`src/rtl/spram_arbiter_pkg.sv`:
```
// spram_arb_pkg: shared types and constants for the single-port RAM arbiter.
//   arb_state_t : ownership state (IDLE, OWN_A, OWN_B)
//   PORT_A/B    : port identifiers used for the last-grant register
//   BCNT_W      : width of the burst counter (covers MAX_BURST up to 15)
package spram_arb_pkg;

  typedef enum logic [1:0] {
    IDLE  = 2'd0,
    OWN_A = 2'd1,
    OWN_B = 2'd2
  } arb_state_t;

  localparam logic PORT_A = 1'b0;
  localparam logic PORT_B = 1'b1;
  localparam int   BCNT_W = 4;

endpackage

```
`src/rtl/spram_arbiter_if.sv`:
```
// spram_arbiter_if: requester-side bus for both arbiter ports.
//   a_* : instruction-fetch port, b_* : data/vector port
//   master modport = requesters, slave modport = arbiter
interface spram_arbiter_if #(
  parameter int AWIDTH = 10,
  parameter int DWIDTH = 32
) ();
  logic              a_en, b_en;
  logic              a_we, b_we;
  logic [AWIDTH-1:0] a_address, b_address;
  logic [DWIDTH/8-1:0] a_byteen, b_byteen;
  logic [DWIDTH-1:0] a_writedata, b_writedata;
  logic              a_wait, b_wait;
  logic [DWIDTH-1:0] a_readdata, b_readdata;
  logic              a_rvalid, b_rvalid;

  modport master (
    output a_en, b_en, a_we, b_we, a_address, b_address,
           a_byteen, b_byteen, a_writedata, b_writedata,
    input  a_wait, b_wait, a_readdata, b_readdata, a_rvalid, b_rvalid
  );

  modport slave (
    input  a_en, b_en, a_we, b_we, a_address, b_address,
           a_byteen, b_byteen, a_writedata, b_writedata,
    output a_wait, b_wait, a_readdata, b_readdata, a_rvalid, b_rvalid
  );
endinterface

```
`src/rtl/spram_arbiter_sel.sv`:
```
// spram_arb_sel: purely combinational grant selector.
//   a_req/b_req : qualified requests
//   state, burst_cnt, last_gnt : arbiter history from the top
//   gnt_a/gnt_b : one-hot (or zero) grant for this cycle
module spram_arb_sel
  import spram_arb_pkg::*;
#(
  parameter int MAX_BURST = 4
) (
  input  logic              a_req,
  input  logic              b_req,
  input  arb_state_t        state,
  input  logic [BCNT_W-1:0] burst_cnt,
  input  logic              last_gnt,
  output logic              gnt_a,
  output logic              gnt_b
);
  localparam logic [BCNT_W-1:0] MAX_B = BCNT_W'(MAX_BURST);

  always_comb begin
    gnt_a = 1'b0;
    gnt_b = 1'b0;
    if (a_req && !b_req) begin
      gnt_a = 1'b1;
    end else if (b_req && !a_req) begin
      gnt_b = 1'b1;
    end else if (a_req && b_req) begin
      case (state)
        OWN_A: if (burst_cnt < MAX_B) gnt_a = 1'b1; else gnt_b = 1'b1;
        OWN_B: if (burst_cnt < MAX_B) gnt_b = 1'b1; else gnt_a = 1'b1;
        // from IDLE, the port that was not served last goes first
        default: if (last_gnt == PORT_B) gnt_a = 1'b1; else gnt_b = 1'b1;
      endcase
    end
  end
endmodule

```
`src/rtl/spram_arbiter.sv`:
```
// spram_arbiter: shares one single-port byte-enabled RAM between two requesters.
//   clk, resetn : clock, synchronous active-low reset
//   bus         : requester ports A and B (spram_arbiter_if.slave)
//   ram_*       : RAM address/wren/byteen/data, ram_out = registered read data
// Optional build macro SPRAM_ARB_STATS_EN adds a_stall_cnt/b_stall_cnt,
// saturating counts of cycles each port spent stalled.
//
// state | meaning
// IDLE  | no owner, no grant last cycle
// OWN_A | port A granted last cycle
// OWN_B | port B granted last cycle
module spram_arbiter
  import spram_arb_pkg::*;
#(
  parameter int AWIDTH    = 10,
  parameter int DWIDTH    = 32,
  parameter int MAX_BURST = 4
) (
  input  logic                clk,
  input  logic                resetn,
  spram_arbiter_if.slave      bus,
  output logic [AWIDTH-1:0]   ram_address,
  output logic                ram_wren,
  output logic [DWIDTH/8-1:0] ram_byteen,
  output logic [DWIDTH-1:0]   ram_data,
  input  logic [DWIDTH-1:0]   ram_out
`ifdef SPRAM_ARB_STATS_EN
  ,
  output logic [31:0]         a_stall_cnt,
  output logic [31:0]         b_stall_cnt
`endif
);
  localparam logic [BCNT_W-1:0] MAX_B = BCNT_W'(MAX_BURST);

  arb_state_t        state, state_nxt;
  logic [BCNT_W-1:0] burst_cnt, burst_nxt;
  logic              last_gnt, last_nxt;
  logic              a_req, b_req, gnt_a, gnt_b, gnt, g_we;
  logic [AWIDTH-1:0] g_addr, addr_q;
  logic [DWIDTH-1:0] g_wd, data_q;
  logic [DWIDTH/8-1:0] g_be;
  logic              rv_a, rv_b;

  // nothing is granted while reset is held
  assign a_req = bus.a_en & resetn;
  assign b_req = bus.b_en & resetn;

  spram_arb_sel #(.MAX_BURST(MAX_BURST)) u_sel (
    .a_req(a_req), .b_req(b_req), .state(state), .burst_cnt(burst_cnt),
    .last_gnt(last_gnt), .gnt_a(gnt_a), .gnt_b(gnt_b)
  );

  always_comb begin
    state_nxt = IDLE;
    burst_nxt = '0;
    last_nxt  = last_gnt;
    if (gnt_a) begin
      state_nxt = OWN_A;
      last_nxt  = PORT_A;
      burst_nxt = (state != OWN_A) ? BCNT_W'(1) :
                  (burst_cnt == MAX_B) ? MAX_B : burst_cnt + 1'b1;
    end else if (gnt_b) begin
      state_nxt = OWN_B;
      last_nxt  = PORT_B;
      burst_nxt = (state != OWN_B) ? BCNT_W'(1) :
                  (burst_cnt == MAX_B) ? MAX_B : burst_cnt + 1'b1;
    end
  end

  always_ff @(posedge clk) begin
    if (!resetn) begin
      state     <= IDLE;
      burst_cnt <= '0;
      last_gnt  <= PORT_B;
    end else begin
      state     <= state_nxt;
      burst_cnt <= burst_nxt;
      last_gnt  <= last_nxt;
    end
  end

  assign gnt    = gnt_a | gnt_b;
  assign g_we   = gnt_b ? bus.b_we        : bus.a_we;
  assign g_addr = gnt_b ? bus.b_address   : bus.a_address;
  assign g_be   = gnt_b ? bus.b_byteen    : bus.a_byteen;
  assign g_wd   = gnt_b ? bus.b_writedata : bus.a_writedata;

  // address/data hold their last values on idle cycles so the RAM sees no glitches
  assign ram_wren    = gnt & g_we;
  assign ram_byteen  = (gnt & g_we) ? g_be : '0;
  assign ram_address = gnt ? g_addr : addr_q;
  assign ram_data    = (gnt & g_we) ? g_wd : data_q;

  always_ff @(posedge clk) begin
    if (!resetn) begin
      addr_q <= '0;
      data_q <= '0;
      rv_a   <= 1'b0;
      rv_b   <= 1'b0;
    end else begin
      if (gnt) addr_q <= g_addr;
      if (gnt && g_we) data_q <= g_wd;
      rv_a <= gnt_a & ~bus.a_we;
      rv_b <= gnt_b & ~bus.b_we;
    end
  end

  assign bus.a_wait     = bus.a_en & ~gnt_a;
  assign bus.b_wait     = bus.b_en & ~gnt_b;
  assign bus.a_rvalid   = rv_a;
  assign bus.b_rvalid   = rv_b;
  assign bus.a_readdata = ram_out;
  assign bus.b_readdata = ram_out;

`ifdef SPRAM_ARB_STATS_EN
  always_ff @(posedge clk) begin
    if (!resetn) begin
      a_stall_cnt <= '0;
      b_stall_cnt <= '0;
    end else begin
      if (bus.a_wait && (a_stall_cnt != '1)) a_stall_cnt <= a_stall_cnt + 1'b1;
      if (bus.b_wait && (b_stall_cnt != '1)) b_stall_cnt <= b_stall_cnt + 1'b1;
    end
  end
`endif

endmodule

```
`src/flat_wrapper.sv`:
```
// flat-port wrapper written by rule: the top's interface ports become plain ports
module spram_arbiter_flat import spram_arb_pkg::*;
#(
  parameter int AWIDTH    = 10,
  parameter int DWIDTH    = 32,
  parameter int MAX_BURST = 4
)
  (clk, resetn, ram_address, ram_wren, ram_byteen, ram_data, ram_out, bus_a_en, bus_b_en, bus_a_we, bus_b_we, bus_a_address, bus_b_address, bus_a_byteen, bus_b_byteen, bus_a_writedata, bus_b_writedata, bus_a_wait, bus_b_wait, bus_a_readdata, bus_b_readdata, bus_a_rvalid, bus_b_rvalid);
  spram_arbiter_if #(.AWIDTH(AWIDTH), .DWIDTH(DWIDTH)) bus_i ();
  input  logic clk;
  input  logic resetn;
  output logic [AWIDTH-1:0] ram_address;
  output logic ram_wren;
  output logic [DWIDTH/8-1:0] ram_byteen;
  output logic [DWIDTH-1:0] ram_data;
  input  logic [DWIDTH-1:0] ram_out;
  input wire logic [$bits(bus_i.a_en)-1:0] bus_a_en;
  input wire logic [$bits(bus_i.b_en)-1:0] bus_b_en;
  input wire logic [$bits(bus_i.a_we)-1:0] bus_a_we;
  input wire logic [$bits(bus_i.b_we)-1:0] bus_b_we;
  input wire logic [$bits(bus_i.a_address)-1:0] bus_a_address;
  input wire logic [$bits(bus_i.b_address)-1:0] bus_b_address;
  input wire logic [$bits(bus_i.a_byteen)-1:0] bus_a_byteen;
  input wire logic [$bits(bus_i.b_byteen)-1:0] bus_b_byteen;
  input wire logic [$bits(bus_i.a_writedata)-1:0] bus_a_writedata;
  input wire logic [$bits(bus_i.b_writedata)-1:0] bus_b_writedata;
  output wire logic [$bits(bus_i.a_wait)-1:0] bus_a_wait;
  output wire logic [$bits(bus_i.b_wait)-1:0] bus_b_wait;
  output wire logic [$bits(bus_i.a_readdata)-1:0] bus_a_readdata;
  output wire logic [$bits(bus_i.b_readdata)-1:0] bus_b_readdata;
  output wire logic [$bits(bus_i.a_rvalid)-1:0] bus_a_rvalid;
  output wire logic [$bits(bus_i.b_rvalid)-1:0] bus_b_rvalid;
  assign bus_i.a_en = bus_a_en;
  assign bus_i.b_en = bus_b_en;
  assign bus_i.a_we = bus_a_we;
  assign bus_i.b_we = bus_b_we;
  assign bus_i.a_address = bus_a_address;
  assign bus_i.b_address = bus_b_address;
  assign bus_i.a_byteen = bus_a_byteen;
  assign bus_i.b_byteen = bus_b_byteen;
  assign bus_i.a_writedata = bus_a_writedata;
  assign bus_i.b_writedata = bus_b_writedata;
  assign bus_a_wait = bus_i.a_wait;
  assign bus_b_wait = bus_i.b_wait;
  assign bus_a_readdata = bus_i.a_readdata;
  assign bus_b_readdata = bus_i.b_readdata;
  assign bus_a_rvalid = bus_i.a_rvalid;
  assign bus_b_rvalid = bus_i.b_rvalid;
  spram_arbiter #(.AWIDTH(AWIDTH), .DWIDTH(DWIDTH), .MAX_BURST(MAX_BURST)) u_core (.clk(clk), .resetn(resetn), .bus(bus_i), .ram_address(ram_address), .ram_wren(ram_wren), .ram_byteen(ram_byteen), .ram_data(ram_data), .ram_out(ram_out));
endmodule
```
`config.mk`:
```
export PLATFORM = sky130hd
export DESIGN_NAME = spram_arbiter_flat
export DESIGN_NICKNAME = d
export VERILOG_FILES = /design/src/rtl/spram_arbiter_pkg.sv /design/src/rtl/spram_arbiter_if.sv /design/src/rtl/spram_arbiter_sel.sv /design/src/rtl/spram_arbiter.sv /design/src/flat_wrapper.sv
export SDC_FILE = /design/constraint.sdc
export NUM_CORES = 1
export LEC_CHECK = 0
export ABC_AREA = 1
export BUFFER_PORTS_ARGS = -buffer_cell sky130_fd_sc_hd__buf_2
export CORE_MARGIN = 2
export CORE_UTILIZATION = 28
export CTS_CLUSTER_DIAMETER = 60
export DETAILED_ROUTE_END_ITERATION = 10
export PLACE_DENSITY = 0.56
export SLEW_MARGIN = 10
export SYNTH_ARGS = -nofsm -noshare
export SYNTH_HDL_FRONTEND = slang
export SYNTH_SLANG_ARGS = --single-unit
```
`constraint.sdc`:
```
create_clock -name clk -period 2.4 [get_ports clk]
set_input_delay 0.48 -clock clk [delete_from_list [all_inputs] [get_ports clk]]
set_output_delay 0.48 -clock clk [all_outputs]
set_load 0.05 [all_outputs]
```
Word level (Yosys, flattened, before mapping)
Index checks and enable logic that the tools add are counted.
{"block": "totals", "rom_bits": 0, "regBits": 51, "elab_cells": 64, "ramBits": 0, "input_bits": 130, "latch_bits": 0, "output_inout_bits": 115, "mem_count": 0}
{"block": "op_classes", "reduce_logical": 8, "shift": 0, "n_mul": 0, "n_eq_ne": 5, "bitwise": 13, "n_lt_le_gt_ge": 1, "n_mux": 28, "n_div": 0, "n_addsub": 1}
{"cell": "32-bit 2-to-1 mux", "count": 2}
{"cell": "4-bit 2-to-1 mux", "count": 7}
{"cell": "10-bit 2-to-1 mux", "count": 2}
{"cell": "1-bit 2-to-1 mux", "count": 14}
{"cell": "1-bit AND", "count": 7}
{"cell": "1-bit NOT", "count": 5}
{"cell": "4-bit by 1-bit adder with 4-bit output, second input constant", "count": 1}
{"cell": "4-bit by 3-bit == test with 1-bit output, second input constant", "count": 1}
{"cell": "1-bit logical AND", "count": 4}
{"cell": "4-bit by 3-bit less-than comparator with 1-bit output, second input constant", "count": 1}
{"cell": "1-bit one-hot mux with 2 select lines", "count": 2}
{"cell": "2-bit by 1-bit == test with 1-bit output, second input constant", "count": 1}
{"cell": "2-bit == test, second input constant", "count": 1}
{"cell": "1-bit zero test", "count": 2}
{"cell": "2-bit 2-to-1 mux", "count": 1}
{"cell": "2-bit by 1-bit != test with 1-bit output, second input constant", "count": 1}
{"cell": "2-bit != test, second input constant", "count": 1}
{"cell": "2-bit nonzero test", "count": 1}
{"cell": "2-bit OR reduction", "count": 1}
{"cell": "1-bit bitwise OR", "count": 1}

Longest topological paths before layout
{"block": "logic_depth", "depth_word": 9, "ltp_mapped": 14}

Modules after synthesis
A second synthesis with hierarchy kept.
{"block": "unflattened", "hier_cells": 646, "area_unflattened_um2": 3707.3}
{"module": "spram_arbiter", "area_each_um2": 3582.2, "instances": 1, "cells_per_inst": 620, "seq_area_each_um2": 1021.0}
{"module": "spram_arb_sel", "area_each_um2": 125.1, "instances": 1, "cells_per_inst": 26, "seq_area_each_um2": 0.0}

Least setup slack after synthesis
No wires, ideal clock.
{"block": "synth_timing", "kind": "flip-flop to output port", "from": "register u_core.state[0]", "to": "output ram_byteen[0]", "t_required_ns": 1.920, "t_arrival_ns": 2.174, "n_path_buf": 1, "path_stages_with_launch": 9, "path_slack_ns": -0.254, "cell_sequence": "dfxtp_1 -> inv_1 -> ha_1 -> a21oi_1 -> nand2_2 -> nand3_1 -> nand3_4 -> buf_6 -> a21oi_1"}
{"block": "synth_between", "elab_chain_cells": 8}
{"element": "from (decl)", "line": "spram_arbiter.sv:35", "source": "arb_state_t state, state_nxt;"}
{"element": "from (signal assigned)", "line": "spram_arbiter.sv:76", "source": "state <= state_nxt;"}
{"element": "2-bit == test or 2-bit by 1-bit == test with 1-bit output (tied branches)", "line": "spram_arbiter_sel.sv:28", "source": "case (state)"}
{"element": "1-bit one-hot mux with 2 select lines", "line": "spram_arbiter_sel.sv:28"}
{"element": "1-bit 2-to-1 mux", "line": "spram_arbiter_sel.sv:27", "source": "end else if (a_req && b_req) begin"}
{"element": "1-bit 2-to-1 mux", "line": "spram_arbiter_sel.sv:25", "source": "end else if (b_req && !a_req) begin"}
{"element": "1-bit 2-to-1 mux", "line": "spram_arbiter_sel.sv:23", "source": "if (a_req && !b_req) begin"}
{"element": "1-bit bitwise OR or 1-bit 2-to-1 mux (tied branches)", "line": "spram_arbiter.sv:82, spram_arbiter.sv:83"}
{"element": "1-bit AND", "line": "spram_arbiter.sv:90", "source": "assign ram_byteen = (gnt & g_we) ? g_be : '0;"}
{"element": "4-bit 2-to-1 mux *", "line": "spram_arbiter.sv:90"}
{"element": "to (decl)", "line": "flat_wrapper.sv:14", "source": "output logic [DWIDTH/8-1:0] ram_byteen;"}
Mark *: on every way between the ends. The rest lies on a longest branch, timed or not.

Final worst setup path
{"block": "layout_timing", "from": "register u_core.state[0]", "to": "output ram_address[6]"}
{"block": "layout_between", "elab_chain_cells": 7}
{"element": "2-bit == test or 2-bit by 1-bit == test with 1-bit output (tied branches)", "line": "spram_arbiter_sel.sv:28"}
{"element": "1-bit one-hot mux with 2 select lines", "line": "spram_arbiter_sel.sv:28"}
{"element": "1-bit 2-to-1 mux", "line": "spram_arbiter_sel.sv:27"}
{"element": "1-bit 2-to-1 mux", "line": "spram_arbiter_sel.sv:25"}
{"element": "1-bit 2-to-1 mux", "line": "spram_arbiter_sel.sv:23"}
{"element": "10-bit 2-to-1 mux or 1-bit bitwise OR (tied branches)", "line": "spram_arbiter.sv:84, spram_arbiter.sv:82"}
{"element": "10-bit 2-to-1 mux *", "line": "spram_arbiter.sv:91", "source": "assign ram_address = gnt ? g_addr : addr_q;"}
{"element": "to (decl)", "line": "flat_wrapper.sv:12", "source": "output logic [AWIDTH-1:0] ram_address;"}
Marked as above.

==> key figures <==
Timing
  • Setup TNS: -8.83 ns
  • Clock Skews: 0.00749 ns
  • Slew HR: 0.683
  • Fmax: between 0.3 and 0.4 GHz
  • Final worst-path cycle share: 1.09
  • Setup ws final: -0.224 ns
  • Fin. Hold Viols: 0
  • RSZ-0062 raised after global routing: true
  • Tmin final: between 2 and 3 ns
  • Setup violators final: 47
  • Slew Limit Fails: 0
  • Measured slew at the worst slew-check pin: between 0.4 and 0.5 ns

Final layout
  • NumNets Final: slightly below 900
  • Share of layout cells above drive strength 1: 0.415
  • Most frequent cells in the layout: nand2_1 (166), inv_1 (115), buf_2 (100)
  • Footprint of the multi-input gates: 0.00189 sq mm
  • Antenna diode count: 0
  • Syn-to-layout area delta: 50.8%
  • Fill cells: 1393
  • Commonest non-fill, non-tap cell in the layout: nand2_1
  • Util after Layout: 0.431
  • Reg area: just over 0.001 sq mm

Synthesis
  • Post-synth EDFFs: 0
  • Synthesized area: 0.00379 sq mm
  • Yosys cell types: 23
  • Mapped Cells: about 630
  • Post-Syn Nets: 760
  • #FFs+latches synth: 51
  • Syn avg cell area: between 6 and 7 sq um
  • Sequential area share after synthesis: 0.269
  • Ys flop type: dfxtp_1
  • Ys Warns: 0
  • Async SR Flop Fraction: 0

Global route
  • Largest net degree at the start of global routing: 43
  • Initial antenna violation count: 0
  • Total global-route track usage: 0.147
  • Vias in the first global route: 3707
  • Grt ovf: 0
  • First-pass GRT wire length: 17100 um

Placement
  • DP Wirelength: 6930 um
  • Pre-CTS setup slack: -0.108 ns
  • GP Congestion: 0.741
  • Port bufs: approximately 150

Floorplanning
  • Row cnt: between 40 and 50
  • Initial Utilization: 0.286
  • CORE AREA: roughly 0.013 sq mm
  • Die Y-Extent: ~120 um
  • Die width: between 100 and 150 um
  • Die Area: 0.0145 sq mm
  • Ports: 245

Pwr
  • Final Power: ~3.3 mW
  • Peak supply drop: 0.000293 V
  • PD cells: 585 mW/mm^2
  • Leak Pwr: between 3 and 4 nW

Setup path
  • Worst Setup Start Kind: flip-flop
  • Depth of the most critical reg-to-reg path: 15
  • CP required: approximately 1.9 ns
  • Crit path DAT: 2.14 ns
  • Worst setup path category: reg2out
  • Critical Path End Type: output port
  • Crit path max fanout: 5

Clock network
  • CTS tree: yes
  • CTS Buf Count: 5
  • CTS Hold Bufs: 0
  • Worst skew pair latency: approximately 0.29 ns
  • Longest Clk Path Bufs: 2
  • Reg clk slew, reported paths: about 0.070 ns
  • Clock Sink Count: 51
  • Htree depth: 2
  • CTS root buf: clkbuf_16

Route
  • Top Layer Used: met4
  • DRT iter0 DRCs: 113
  • Vias: 3911
  • Wire length on met2: around 5600 um
  • Avg WL per Cell: 12.1 um
  • Met1 WL: 4800 um
  • DRC viols: 0
  • WL met3: roughly 630 um
  • Antenna viol nets, final: 0
  • WL final: about 11000 um
  • Vias per Instance: 4.19
  • DRT Pass-1 Iters: 4

Run status
  • Outcome: finished with violations
  • Violated checks: negative setup slack

Min path
  • Hold Path Class: in2reg
  • Hold Path Stages: 2

Job
  • MaxCap Viol Count: 0
## critical path: stages (launching register included)
cell	delay (ns)
dfxtp_2	0.37
inv_2	0.05
ha_4	0.30
inv_4	0.04
nand3_4	0.06
nand2_4	0.09
nand2_8	0.13
nand3_4	0.11
buf_4	0.17
inv_8	0.07
buf_8	0.11
nand2_1	0.06
o21ai_2	0.07
inv_1	0.07
buf_6	0.15
## kinds of logic after synthesis
kind of cell | count (synthesis) | synth area share
adder cells (fa/ha/maj) | 4 | 0.0132
buffers and inverters | 230 | 0.314
AO/OA/AOI/OAI | 23 | 0.0320
flip-flops | 51 | 0.269
AND/OR/NAND/NOR | 318 | 0.371
## cell type report
cell class / instances / area share
sequential: 51 / 0.180
clock inverter: 3 / 0.00811
multi-input combinational: 345 / 0.332
clock buffer: 5 / 0.0219
timing repair buffer: 214 / 0.324
tap: 176 / 0.0386
inverter: 139 / 0.0966
## sequential cells by signal (all words and copies together), names as in the netlist
signal               cells
u_core.addr_q           10
u_core.burst_cnt         4
u_core.bus.a_rvalid      1
u_core.bus.b_rvalid      1
u_core.data_q           32
u_core.last_gnt          1
u_core.state             2
## repair_timing
item                                    4_1_cts  5_1_grt
pin swaps                                    14       10
cloned                                        5        4
gates resized for setup                     123      108
hold endpoints to repair                      0        0
buffers inserted                             13        1
endpoints found under the setup margin       48       48
## through the flow
stage          instances  hold slack, ns  area [sq um]
2_1_floorplan        626           0.451          3790
3_3_place_gp         904           0.475          4500
3_5_place_dp         904           0.481          4500
4_1_cts              929           0.346          5270
5_1_grt              933           0.337          5710
6_report             933           0.349          5710
## synth_stat cells (6+ instances only)
cell type	count	area share
o21ai_1	10	0.013
nand3_1	38	0.050
inv_1	134	0.13
a21oi_1	8	0.011
nand3b_1	32	0.063
nand2_1	191	0.19
dfxtp_1	51	0.27
buf_6	9	0.027
buf_4	67	0.13
nor2_1	49	0.049
buf_2	6	0.0079
clkbuf_1	9	0.0089
## path summary, 6_finish.rpt
path,from,end,slack (ns)
setup / recovery,u_core.state[0],ram_address[6],-0.22
hold / removal,bus_a_we,u_core.bus.a_rvalid,0.35
setup reg to reg,u_core.state[0],u_core.addr_q[1],0.32
hold reg to reg,u_core.last_gnt,u_core.last_gnt,0.50
## where the power goes
| part | switching, mW | internal, mW |
|---|---|---|
| Combinational | 0.924 | 0.657 |
| Clock | 0.332 | 0.496 |
| Sequential | 0.0203 | 0.914 |
## routing by layer
metal	vias to the layer above	GRT usage
met5	-	0
met4	0	0.0465
met3	20	0.0302
met2	118	0.266
met1	1739	0.174
li1	2034	-
No activity file was read; power rests on OpenSTA's default activity.
